## src/rtl/fifo_pkg.sv

```systemverilog
`default_nettype none
// ============================================================================
// Module   : fifo_pkg
// Brief    : Depth calculation and parameter legality shared by the FIFOs.
// Revision : 1.0 - initial release
// ============================================================================
package fifo_pkg;

    function automatic int fifo_depth(input int array_size);
        return 1 << array_size;
    endfunction

    function automatic bit fifo_params_legal(input int array_size,
                                             input int af_level,
                                             input int ae_level);
        return (array_size >= 2) && (ae_level >= 0) &&
               (ae_level < af_level) && (af_level <= fifo_depth(array_size));
    endfunction

endpackage
`default_nettype wire

```

## src/rtl/fifo_mem.sv

```systemverilog
`default_nettype none
// ============================================================================
// Module   : fifo_mem
// Brief    : Simple dual-port RAM; combinational read (FWFT) or registered read.
// Revision : 1.0 - initial release
// ============================================================================
module fifo_mem
    import fifo_pkg::*;
#(
    parameter int DATA_SIZE  = 8,
    parameter int ARRAY_SIZE = 4,
    parameter int FWFT       = 0
) (
    input  logic                  clk,
    input  logic                  rst,
    input  logic                  w_en,
    input  logic [ARRAY_SIZE-1:0] w_addr,
    input  logic [DATA_SIZE-1:0]  w_data,
    input  logic                  r_en,
    input  logic [ARRAY_SIZE-1:0] r_addr,
    output logic [DATA_SIZE-1:0]  r_data
);

    localparam int c_depth = fifo_depth(ARRAY_SIZE);

    logic [DATA_SIZE-1:0] r_mem [c_depth];

    // Storage is deliberately left out of reset.
    always_ff @(posedge clk) begin
        if (w_en) begin
            r_mem[w_addr] <= w_data;
        end
    end

    if (FWFT != 0) begin : g_fwft_read
        assign r_data = r_mem[r_addr];
    end else begin : g_reg_read
        logic [DATA_SIZE-1:0] r_rd_data;

        always_ff @(posedge clk or negedge rst) begin
            if (!rst) begin
                r_rd_data <= '0;
            end else if (r_en) begin
                r_rd_data <= r_mem[r_addr];
            end
        end

        assign r_data = r_rd_data;
    end

endmodule
`default_nettype wire

```

## src/rtl/sync_fifo.sv

```systemverilog
`default_nettype none
// ============================================================================
// Module   : sync_fifo
// Brief    : Single-clock FIFO with occupancy, thresholds, flush, error flags.
// Revision : 1.0 - initial release
// ============================================================================
module sync_fifo
    import fifo_pkg::*;
#(
    parameter int DATA_SIZE  = 8,
    parameter int ARRAY_SIZE = 4,
    parameter int FWFT       = 0,
    parameter int AF_LEVEL   = 14,
    parameter int AE_LEVEL   = 2
) (
    input  logic                  clk,
    input  logic                  rst,
    input  logic                  flush,
    input  logic                  err_clr,
    input  logic                  w_req,
    input  logic [DATA_SIZE-1:0]  w_data,
    input  logic                  r_req,
    output logic [DATA_SIZE-1:0]  r_data,
    output logic                  full,
    output logic                  empty,
    output logic                  almost_full,
    output logic                  almost_empty,
    output logic [ARRAY_SIZE:0]   count,
    output logic                  overflow,
    output logic                  underflow
);

    localparam int                c_depth     = fifo_depth(ARRAY_SIZE);
    localparam logic [ARRAY_SIZE:0] c_depth_cnt = (ARRAY_SIZE+1)'(c_depth);
    localparam logic [ARRAY_SIZE:0] c_af_cnt    = (ARRAY_SIZE+1)'(AF_LEVEL);
    localparam logic [ARRAY_SIZE:0] c_ae_cnt    = (ARRAY_SIZE+1)'(AE_LEVEL);
    localparam logic [ARRAY_SIZE:0] c_one       = (ARRAY_SIZE+1)'(1);

    if (!fifo_params_legal(ARRAY_SIZE, AF_LEVEL, AE_LEVEL)) begin : g_param_check
        $error("sync_fifo: illegal ARRAY_SIZE/AF_LEVEL/AE_LEVEL combination");
    end

    logic [ARRAY_SIZE:0] r_wbin, r_rbin, r_count;
    logic                r_full, r_empty, r_almost_full, r_almost_empty;
    logic                r_overflow, r_underflow;

    logic                w_wr_ok, w_rd_ok;
    logic [ARRAY_SIZE:0] w_wbin_nxt, w_rbin_nxt, w_count_nxt;

    assign w_wr_ok = w_req & ~r_full  & ~flush;
    assign w_rd_ok = r_req & ~r_empty & ~flush;

    always_comb begin
        w_wbin_nxt = r_wbin;
        w_rbin_nxt = r_rbin;
        if (flush) begin
            w_wbin_nxt = '0;
            w_rbin_nxt = '0;
        end else begin
            if (w_wr_ok) w_wbin_nxt = r_wbin + c_one;
            if (w_rd_ok) w_rbin_nxt = r_rbin + c_one;
        end
        // Modular difference covers pointer wrap without a special case.
        w_count_nxt = w_wbin_nxt - w_rbin_nxt;
    end

    always_ff @(posedge clk or negedge rst) begin
        if (!rst) begin
            r_wbin         <= '0;
            r_rbin         <= '0;
            r_count        <= '0;
            r_full         <= 1'b0;
            r_empty        <= 1'b1;
            r_almost_full  <= 1'b0;
            r_almost_empty <= 1'b1;
        end else begin
            r_wbin         <= w_wbin_nxt;
            r_rbin         <= w_rbin_nxt;
            r_count        <= w_count_nxt;
            r_full         <= (w_count_nxt == c_depth_cnt);
            r_empty        <= (w_count_nxt == '0);
            r_almost_full  <= (w_count_nxt >= c_af_cnt);
            r_almost_empty <= (w_count_nxt <= c_ae_cnt);
        end
    end

    // A fresh error outranks a simultaneous clear.
    always_ff @(posedge clk or negedge rst) begin
        if (!rst) begin
            r_overflow  <= 1'b0;
            r_underflow <= 1'b0;
        end else begin
            if (w_req && r_full && !flush) begin
                r_overflow <= 1'b1;
            end else if (err_clr) begin
                r_overflow <= 1'b0;
            end
            if (r_req && r_empty && !flush) begin
                r_underflow <= 1'b1;
            end else if (err_clr) begin
                r_underflow <= 1'b0;
            end
        end
    end

    fifo_mem #(
        .DATA_SIZE  (DATA_SIZE),
        .ARRAY_SIZE (ARRAY_SIZE),
        .FWFT       (FWFT)
    ) u_mem (
        .clk    (clk),
        .rst    (rst),
        .w_en   (w_wr_ok),
        .w_addr (r_wbin[ARRAY_SIZE-1:0]),
        .w_data (w_data),
        .r_en   (w_rd_ok),
        .r_addr (r_rbin[ARRAY_SIZE-1:0]),
        .r_data (r_data)
    );

    assign full         = r_full;
    assign empty        = r_empty;
    assign almost_full  = r_almost_full;
    assign almost_empty = r_almost_empty;
    assign count        = r_count;
    assign overflow     = r_overflow;
    assign underflow    = r_underflow;

endmodule
`default_nettype wire

```

## config.mk

```make
export PLATFORM = sky130hd
export DESIGN_NAME = sync_fifo
export DESIGN_NICKNAME = d
export VERILOG_FILES = /design/src/rtl/fifo_pkg.sv /design/src/rtl/fifo_mem.sv /design/src/rtl/sync_fifo.sv
export SDC_FILE = /design/constraint.sdc
export NUM_CORES = 1
export LEC_CHECK = 0
export ABC_AREA = 1
export BUFFER_PORTS_ARGS = -buffer_cell sky130_fd_sc_hd__buf_2
export CORE_MARGIN = 3
export CORE_UTILIZATION = 55
export DETAILED_ROUTE_END_ITERATION = 10
export PLACE_DENSITY = 0.73
export SYNTH_ARGS = -nofsm -noshare
export SYNTH_HDL_FRONTEND = slang
export SYNTH_SLANG_ARGS = --single-unit
export TNS_END_PERCENT = 5
```

## constraint.sdc

```tcl
create_clock -name clk -period 2.4 [get_ports clk]
set_input_delay 0.48 -clock clk [delete_from_list [all_inputs] [get_ports clk]]
set_output_delay 0.48 -clock clk [all_outputs]
set_load 0.02 [all_outputs]
```

# Yosys cells after proc, flatten, opt, wreduce, memory -nomap -nowiden
# Memory sizes are Yosys's and may differ from the RTL's. A register that Yosys moved wholly into a read port is not among the register bits.
# Index checks and enable logic that the tools add are counted.
# totals
memories	1
ramBits	128
out_inout_bits	19
wordCells	41
reg_bits	21
# classes
addsub	3
magnitude_cmp	2
bitwise	7
muxes	9
eq_ne	1
reduce_logical	9
# memory_table
name	words	word_bits	rd	rd_ports_with_merged_regs	write_ports	line_no	rtl
u_mem.r_mem	16	8	1	1	1	fifo_mem.sv:26	logic [DATA_SIZE-1:0] r_mem [c_depth];
# ops
op	count
5-bit 2-to-1 mux	4
5-bit by 1-bit adder with 5-bit output, second input constant	2
5-bit equality test, second input constant	1
5-bit by 4-bit greater-or-equal comparator with 1-bit output, second input constant	1
5-bit by 2-bit less-or-equal comparator with 1-bit output, second input constant	1
5-bit zero test	1
1-bit 2-to-1 mux	5
5-bit subtractor	1
1-bit AND	4
1-bit logical AND	4
2-bit nonzero test	2
1-bit NOT	3
1-bit zero test	2

# Longest topological paths before layout
# Gate-level depths: netlist of run 1.
# logic_depth
depth_word	7
depth_mapped	18

# Cells and area by module
# A second synthesis of run 1 with hierarchy kept.
# hier_totals
hier_cells	616
hier_area_um2	6777.8
# modules_own_cells
mod	instances	area_each_um2	cells_each
fifo_mem	1	5635.4	483
sync_fifo	1	1142.3	133

# Worst setup path after synthesis of run 1
# No wires, ideal clock.
# synth_path
path_kind	reg2reg
startpoint	reg r_full (netlist: full)
endpoint	reg r_almost_full (netlist: almost_full)
n_path_buf	0
required_time_ns	2.282
arrival_ns	2.143
stages_incl_launch_ff	17
setup_ns	0.118
period_less_slack_ns	2.261
path_slack_ns	0.139
cell_sequence	dfrtp_1 inv_1 nand2_1 nor2_2 inv_1 nor2_1 nor2_1 nand2_1 ha_1 inv_1 fa_1 nand3_1 nand2_1 nand3_1 nand3_1 nand2_2 nand2_1
# synth_between
elab_chain_len	7
# synth_rtl
element	line_no	rtl
start, declared	sync_fifo.sv:44	logic r_full, r_empty, r_almost_full, r_almost_empty;
start signal, assigned	sync_fifo.sv:80	r_full <= (w_count_nxt == c_depth_cnt);
1-bit NOT	sync_fifo.sv:50	assign w_wr_ok = w_req & ~r_full & ~flush;
1-bit AND (2 in series)	sync_fifo.sv:50	
5-bit 2-to-1 mux	sync_fifo.sv:60	if (w_wr_ok) w_wbin_nxt = r_wbin + c_one;
5-bit 2-to-1 mux	sync_fifo.sv:56	if (flush) begin
5-bit subtractor	sync_fifo.sv:64	w_count_nxt = w_wbin_nxt - w_rbin_nxt;
5-bit by 4-bit greater-or-equal comparator with 1-bit output	sync_fifo.sv:82	r_almost_full <= (w_count_nxt >= c_af_cnt);
end signal, assigned	sync_fifo.sv:82	
end, declared	sync_fifo.sv:44	
# Every way passes these cells.
# A chain may end at the register's enable or synchronous reset.

# Worst setup path in the final report of run 1
# layout_path
startpoint	reg r_empty (netlist: empty)
endpoint	reg r_almost_full (netlist: almost_full)
# layout_between
elab_chain_len	7
# layout_rtl
element	line_no	rtl
start, declared	sync_fifo.sv:44	
start signal, assigned	sync_fifo.sv:81	r_empty <= (w_count_nxt == '0);
1-bit NOT	sync_fifo.sv:51	assign w_rd_ok = r_req & ~r_empty & ~flush;
1-bit AND (2 in series)	sync_fifo.sv:51	
5-bit 2-to-1 mux	sync_fifo.sv:61	if (w_rd_ok) w_rbin_nxt = r_rbin + c_one;
5-bit 2-to-1 mux	sync_fifo.sv:56	
via w_rbin_nxt[0]	sync_fifo.sv:48	logic [ARRAY_SIZE:0] w_wbin_nxt, w_rbin_nxt, w_count_nxt;
5-bit subtractor	sync_fifo.sv:64	
5-bit by 4-bit greater-or-equal comparator with 1-bit output	sync_fifo.sv:82	
# The timed path passes the listed nets, and every way through them passes these cells.

==> impl_metrics.tcl, run 1 <==
set metrics [dict create \
    diodes 0 \
    grt_pass1_vias 4274 \
    cts_root_buf "clkbuf_16" \
    crit_top_cell "nand2_1" \
    cellPowerDensity_mw_per_mm2 910 \
    switching_share_pct 28.4 \
    most-common-layout-cells "nand2_1, edfxtp_1, nor2_1" \
    nets 690 \
    clk_latency_ns 0.42 \
    synth_nets 635 \
    synth.distinct_cells 27 \
    routabilityCongestion 0.940 \
    finClkSkew_ns 0.00450 \
    critPathMaxStageDelay_ns 0.55 \
    routed_wl_um 14200 \
    worst_setup_path_end_kind "register" \
    grt_first_pass_wirelength_um 22200 \
    critPathArrivalTime_ns 2.60 \
    crit_required_ns 2.72 \
    r2r-start "empty$_DFF_PN1_" \
    ios 33 \
    vias 4520 \
    final_cells 822 \
    fp.dieH_um 117 \
    clkPwrFrac_pct 36.0 \
    seq_power_share_pct 44.7 \
    hp-class "in2async" \
    status "finished clean" \
    r2r_slack_ns 0.12 \
    die_w_um 117 \
    maxCapViolations 0 \
    synthFlopType "edfxtp_1" \
    overflow 0 \
    finalHoldWorstSlack_ns 0.0818 \
    io_buffers 32 \
    initial_core_util_pct 57.9 \
    rr_endpoint "almost_full$_DFF_PN0_" \
    slew_viol_final 0 \
    dieArea_mm2 0.0137 \
    vias_per_cell 5.50 \
    fillers 874 \
    relSlewSlack_pct 56.7 \
    rsz0062_at_grt "true" \
    clk_pin_slew_ns 0.06 \
    avgSynthCellArea_um2 11.1 \
    final_common_cell "nand2_1" \
    power.leakage_nw 3.21 \
    setup_viol 0 \
    critPathSlowestCell "dfstp_2" \
    wl_per_cell_um 17.2 \
    startpoint_type "register" \
    timing_hold_violations_final 0 \
    dpl.hpwl_um 9160 \
    grt_max_degree 65 \
    drt_iter0_markers 460 \
    cp_cell_sequence "inv_1 -> nand2_4 -> o21ai_1 -> a21oi_2 -> ha_2 -> inv_1 -> fa_2 -> nand3_1 -> nand2_1 -> inv_1 -> nand2_1 -> nand2_1 -> nand2_2 -> nand2_2 -> nand2_1" \
    ir_drop_mv 0.857 \
    drc 0 \
    critPathKind "reg2reg" \
    p_switching_mw 2.01 \
    period_share_pct 95.0 \
    netlist_instances 611 \
    cts_max_level 4 \
    final_util_pct 66.7 \
    synthArstFlopShare_pct 18.5 \
    cts_buffers 17 \
    power_frac_comb_pct 19.3 \
    antenna_found_initial 0 \
    dr.pass1.iters 5 \
    synth-warning-count 0 \
    register_area_mm2 0.00457 \
    antenna_left 0 \
    cts_max_path_buffers 2 \
    layout_min_cycle_time_ns 2.28 \
    rr_worst_depth 15 \
    netlist_area_mm2 0.00678 \
    worstMarginPinSlew_ns 0.650 \
    dp_cells 786 \
    internal_power_mw 5.09 \
    ys_seq_area_share_pct 67.5 \
    cts_tree "built" \
    grtUsageTotal_pct 22.4 \
    num_rows 39 \
    path_max_fanout 7 \
    ys_ff_latch 157 \
    final_layout_size_suffix_gt1_share_pct 20.6 \
    core-area_mm2 0.0117 \
    synth_edf_count 128 \
    multi_input_area_mm2 0.00188 \
    fmax_mhz 439 \
    cts.sinks 157 \
    syn2layout_area_growth_pct 15.2 \
]
[sequential cells by signal, indices dropped and copies added, names as in the netlist]
name          cells
almost_empty      1
almost_full       1
count             5
empty             1
full              1
overflow          1
r_rbin            5
r_wbin            5
u_mem.r_data      8
u_mem.r_mem     128
underflow         1
[through the flow]
step,setup TNS (ns),area (um^2),power (mW),setup slack [ns]
finish,0,7810,7.10,0.120
detailed placement,-0.00511,7130,4.55,-0.00511
floorplan,0,6780,4.15,0.139
global route,-0.167,7810,7.45,-0.0619
CTS,0,7700,7.10,0.0132
global placement,0,7130,4.52,0.0783
[Yosys cell counts (8+ instances only)]
cell type,count,area (um^2)
ha_1,9,113
buf_6,9,101
nor2_1,98,368
edfxtp_1,128,3840
o21ai_1,40,200
inv_1,50,188
nand2_1,134,503
o21ai_0,22,110
buf_4,8,60.1
dfrtp_1,27,676
o211ai_2,16,200
nand3_1,35,175
[layout make-up]
| cell class | count | share of cell area [%] |
|---|---|---|
| clock inverters | 12 | 1.55 |
| flip-flops and latches | 157 | 58.6 |
| clock buffers | 20 | 5.72 |
| multi-input cells | 373 | 24.1 |
| well taps | 143 | 2.29 |
| repair buffers | 63 | 5.19 |
| inverters | 54 | 2.60 |
[power by group through the flow]
stage	sequential, mW	clock [mW]	combinational (mW)
after floorplan	3.38	0	0.776
after CTS	3.18	2.60	1.32
after global routing	3.20	2.72	1.53
after global placement	3.23	0	1.29
final	3.18	2.55	1.37
after detailed placement	3.23	0	1.32
[critical path: cells and delay by family, from the launching register on]
kind                       cells  cell delay, ns
AOI/OAI and AO/OA              2            0.23
adders and majority gates      2            0.57
DFF                            1            0.55
buffers and inverters          3            0.20
and+or+nand+nor                8            0.62
[logic make-up (layout without fill, tap and decap cells)]
kind of cell / Yosys count / count (layout) / share of synthesized area [%]
compound gates: 87 / 87 / 8.27
xor+xnor: 2 / 2 / 0.258
fa+ha+maj: 10 / 10 / 1.96
buf+inv: 81 / 149 / 6.02
flops: 157 / 157 / 67.5
simple gates: 274 / 274 / 16.0
[worst max-delay path by stage]
| stage | start | end | slack [ns] |
|---|---|---|---|
| finish | empty$_DFF_PN1_ | almost_full$_DFF_PN0_ | 0.12 |
| global route | empty$_DFF_PN1_ | almost_full$_DFF_PN0_ | -0.06 |
| CTS | empty$_DFF_PN1_ | almost_full$_DFF_PN0_ | 0.01 |
| detailed placement | flush | almost_full$_DFF_PN0_ | -0.005 |
| global placement | flush | almost_full$_DFF_PN0_ | 0.08 |
| floorplan | full$_DFF_PN0_ | almost_full$_DFF_PN0_ | 0.14 |
[per-layer routing]
metal	track usage (%)	up-vias	wire length, um
li1	-	2167	-
met4	9.71	0	371
met2	34.9	135	6760
met1	28.8	2186	6140
met5	0	-	0
met3	7.51	32	898
[what timing repair did]
action,CTS,global route
resized for setup,0,25
buffers inserted,0,4
setup endpoints to repair,0,5
hold buffers,0,0
Power figures use the tool's default switching activity.
==> run 2, diff against run 1 <==
--- a/config.mk
+++ b/config.mk
@@ -5,7 +5,7 @@
 export SDC_FILE = /design/constraint.sdc
 export NUM_CORES = 1
 export LEC_CHECK = 0
-export ABC_AREA = 1
+export ABC_AREA = 0
 export BUFFER_PORTS_ARGS = -buffer_cell sky130_fd_sc_hd__buf_2
 export CORE_MARGIN = 3
 export CORE_UTILIZATION = 55
==> run 2 against run 1 <==
The run now ends with negative setup slack left; first-iteration DRC count shrank 38%; utilization is 2.9 points higher; register-to-register slack lost 0.34 ns; non-clock buffer count up 21; clock skew up 0.0040 ns; synthesized cell count down 45%; design area is 0.88% lower; sequential power barely moved; clock power is essentially flat.
==> impl_metrics.tcl, run 2 <==
set metrics [dict create \
    synth.area.top_cells "edfxtp_1, mux4_2, dfrtp_1, ha_1, mux2_2" \
    dr.pass1.iters 6 \
    cts.sinks 157 \
    clk_latency_ns 0.42 \
    final_common_cell "edfxtp_1" \
    final_cells 575 \
    rsz0062_at_grt "true" \
    vias_per_cell 5.74 \
    ys_ff_latch 157 \
    path_max_fanout 3 \
    cts_max_level 4 \
    overflow 0 \
    p_total_mw 7.21 \
    synth.distinct_cells 49 \
    grt_first_pass_wirelength_um 19200 \
    critPathArrivalTime_ns 2.93 \
    clk_pin_slew_ns 0.06 \
    core-area_mm2 0.0111 \
    synth_area_leader_cell "edfxtp_1" \
    power.leakage_nw 2.77 \
    critPathTopFamily "simple AND/OR/NAND/NOR gates" \
    relSlewSlack_pct 55.9 \
    cts_hold_buffers 0 \
    regMostFlops "u_mem.r_mem" \
    timing_hold_violations_final 0 \
    vias 3299 \
    critPathSlowestCell "dfrtp_1" \
    cts_root_buf "clkbuf_16" \
    synth_common_cells "edfxtp_1, mux4_2, dfrtp_1" \
    routed_wl_um 12300 \
    netlist_instances 335 \
    crit_required_ns 2.70 \
    ios 33 \
    syn2layout_area_growth_pct 20.6 \
    initial_core_util_pct 57.7 \
    critPathKind "reg2reg" \
    synthDominantCellAreaShare_pct 59.9 \
    synthArstFlopShare_pct 18.5 \
    critPathMaxStageDelay_ns 0.41 \
    startpoint "full$_DFF_PN0_" \
    startpoint_type "register" \
    finalHoldWorstSlack_ns 0.0881 \
    layout_min_cycle_time_ns 2.62 \
    wl_per_cell_um 21.4 \
    final_layout_size_suffix_gt1_share_pct 43.4 \
    setup_slack_ns -0.223 \
    stdcell_area_mm2 0.00774 \
    synthFlopType "edfxtp_1" \
    setup-tns-final_ns -0.719 \
    clkPwrFrac_pct 35.9 \
    antenna_left 0 \
    switching_share_pct 25.8 \
    dieArea_mm2 0.0130 \
    finClkSkew_ns 0.00853 \
    routabilityCongestion 0.799 \
    rr_endpoint "almost_full$_DFF_PN0_" \
    cts_tree "built" \
    drt_iter0_markers 284 \
    dpl.hpwl_um 7860 \
    most-common-layout-cells "edfxtp_1, buf_4, mux4_2" \
    r2r_slack_ns -0.22 \
    p_switching_mw 1.86 \
    hp-class "in2async" \
    yosysMostFrequentCell "edfxtp_1" \
    drc 0 \
    cp-endpoint "almost_full$_DFF_PN0_" \
    diodes 0 \
    avgSynthCellArea_um2 19.2 \
    nets 446 \
    maxCapViolations 0 \
    worst_setup_path_end_kind "register" \
    cts_buffers 17 \
    grtUsageTotal_pct 20.4 \
    io_buffers 32 \
    violations "negative setup slack" \
    grt_pass1_vias 3444 \
    internal_power_mw 5.35 \
    period_share_pct 109 \
    die_w_um 114 \
    ir_drop_mv 1.00 \
    largest_reg_flops 128 \
    rr_worst_depth 11 \
    fmax_mhz 381 \
    cellPowerDensity_mw_per_mm2 931 \
    ys_seq_area_share_pct 71.3 \
    cts_max_path_buffers 2 \
    status "finished with violations" \
    synth_nets 359 \
    power_frac_comb_pct 19.8 \
    num_rows 38 \
    setup_viol 5 \
    slew_viol_final 0 \
    seq_power_share_pct 44.4 \
    r2r-start "full$_DFF_PN0_" \
    synth-warning-count 0 \
    crit_cells 11 \
    dp_cells 542 \
    fp.dieH_um 114 \
    cp_cell_sequence "nor3b_4 -> xnor2_1 -> or2_1 -> ha_2 -> inv_2 -> fa_2 -> nand3_2 -> nand2_2 -> or3_4 -> o32a_4 -> a32o_1" \
    antenna_found_initial 0 \
    worstMarginPinSlew_ns 0.662 \
    netlist_area_mm2 0.00642 \
    cp.buffers_inverters 1 \
    grt_max_degree 33 \
    placed_area_mm2 0.00705 \
    synth_edf_count 128 \
]
## run 2: cell count changes after synthesis, moves of 16 or more
cell,before,now
nand2_1,134,7
nor2_1,98,18
mux4_2,0,40
o21ai_1,40,1
inv_1,50,14
nand3_1,35,2
o21ai_0,22,4
o211ai_2,16,0
## run 2: power groups by stage
stage	combinational [mW]	sequential, mW	clock (mW)
finish	1.42	3.20	2.58
global route	1.54	3.22	2.74
CTS	1.41	3.20	2.63
detailed placement	1.38	3.25	0
global placement	1.35	3.25	0
floorplan	0.716	3.44	0
## run 2: worst min-delay path by stage
stage / end / slack (ns) / depth (start not counted)
2_1_floorplan: almost_full$_DFF_PN0_ / 0.18 / 0
3_5_place_dp: u_mem.r_data[4]$_DFFE_PN0N_ / 0.49 / 1
6_report: u_mem.r_data[5]$_DFFE_PN0N_ / 0.09 / 1
4_1_cts: u_mem.r_data[1]$_DFFE_PN0N_ / 0.1 / 1
5_1_grt: u_mem.r_data[5]$_DFFE_PN0N_ / 0.13 / 1
3_3_place_gp: u_mem.r_data[3]$_DFFE_PN0N_ / 0.49 / 1
## run 2: kinds of logic after synthesis
family | after synthesis | synth area share (%)
buffers and inverters | 30 | 2.48
DFF | 157 | 71.3
adders and majority gates | 10 | 2.07
AOI/OAI and AO/OA | 21 | 2.30
muxes | 49 | 15.6
and+or+nand+nor | 61 | 5.34
xor gates and xnor gates | 7 | 0.956
## run 2: metrics by stage
| stage | worst slack [ns] | utilization [%] |
|---|---|---|
| floorplan | -0.358 | - |
| CTS | -0.248 | 68.9 |
| detailed placement | -0.401 | 63.4 |
| finish | -0.223 | 69.5 |
| global placement | -0.390 | 63.4 |
| global route | -0.349 | 69.5 |
## run 2: layout make-up
type	count	area [um^2]
flip-flops and latches	157	4570
fillers	724	3390
multi-input cells	148	1790
repair buffers	84	571
clock buffers	19	433
well taps	140	175
clock inverters	13	140
inverters	14	52.6
## run 2: repair_timing
item,4_1_cts,5_1_grt
gates cloned,0,0
endpoints found under the setup margin,6,7
buffers inserted,0,1
resized for setup,8,13
pin swaps,7,11
## run 2: layer usage
layer	vias to the layer above	global-route usage [%]	routed length, um
li1	1502	-	-
met1	1694	29.7	5590
met2	87	30.1	5840
met3	16	5.09	653
met4	0	8.00	196
met5	-	0	0
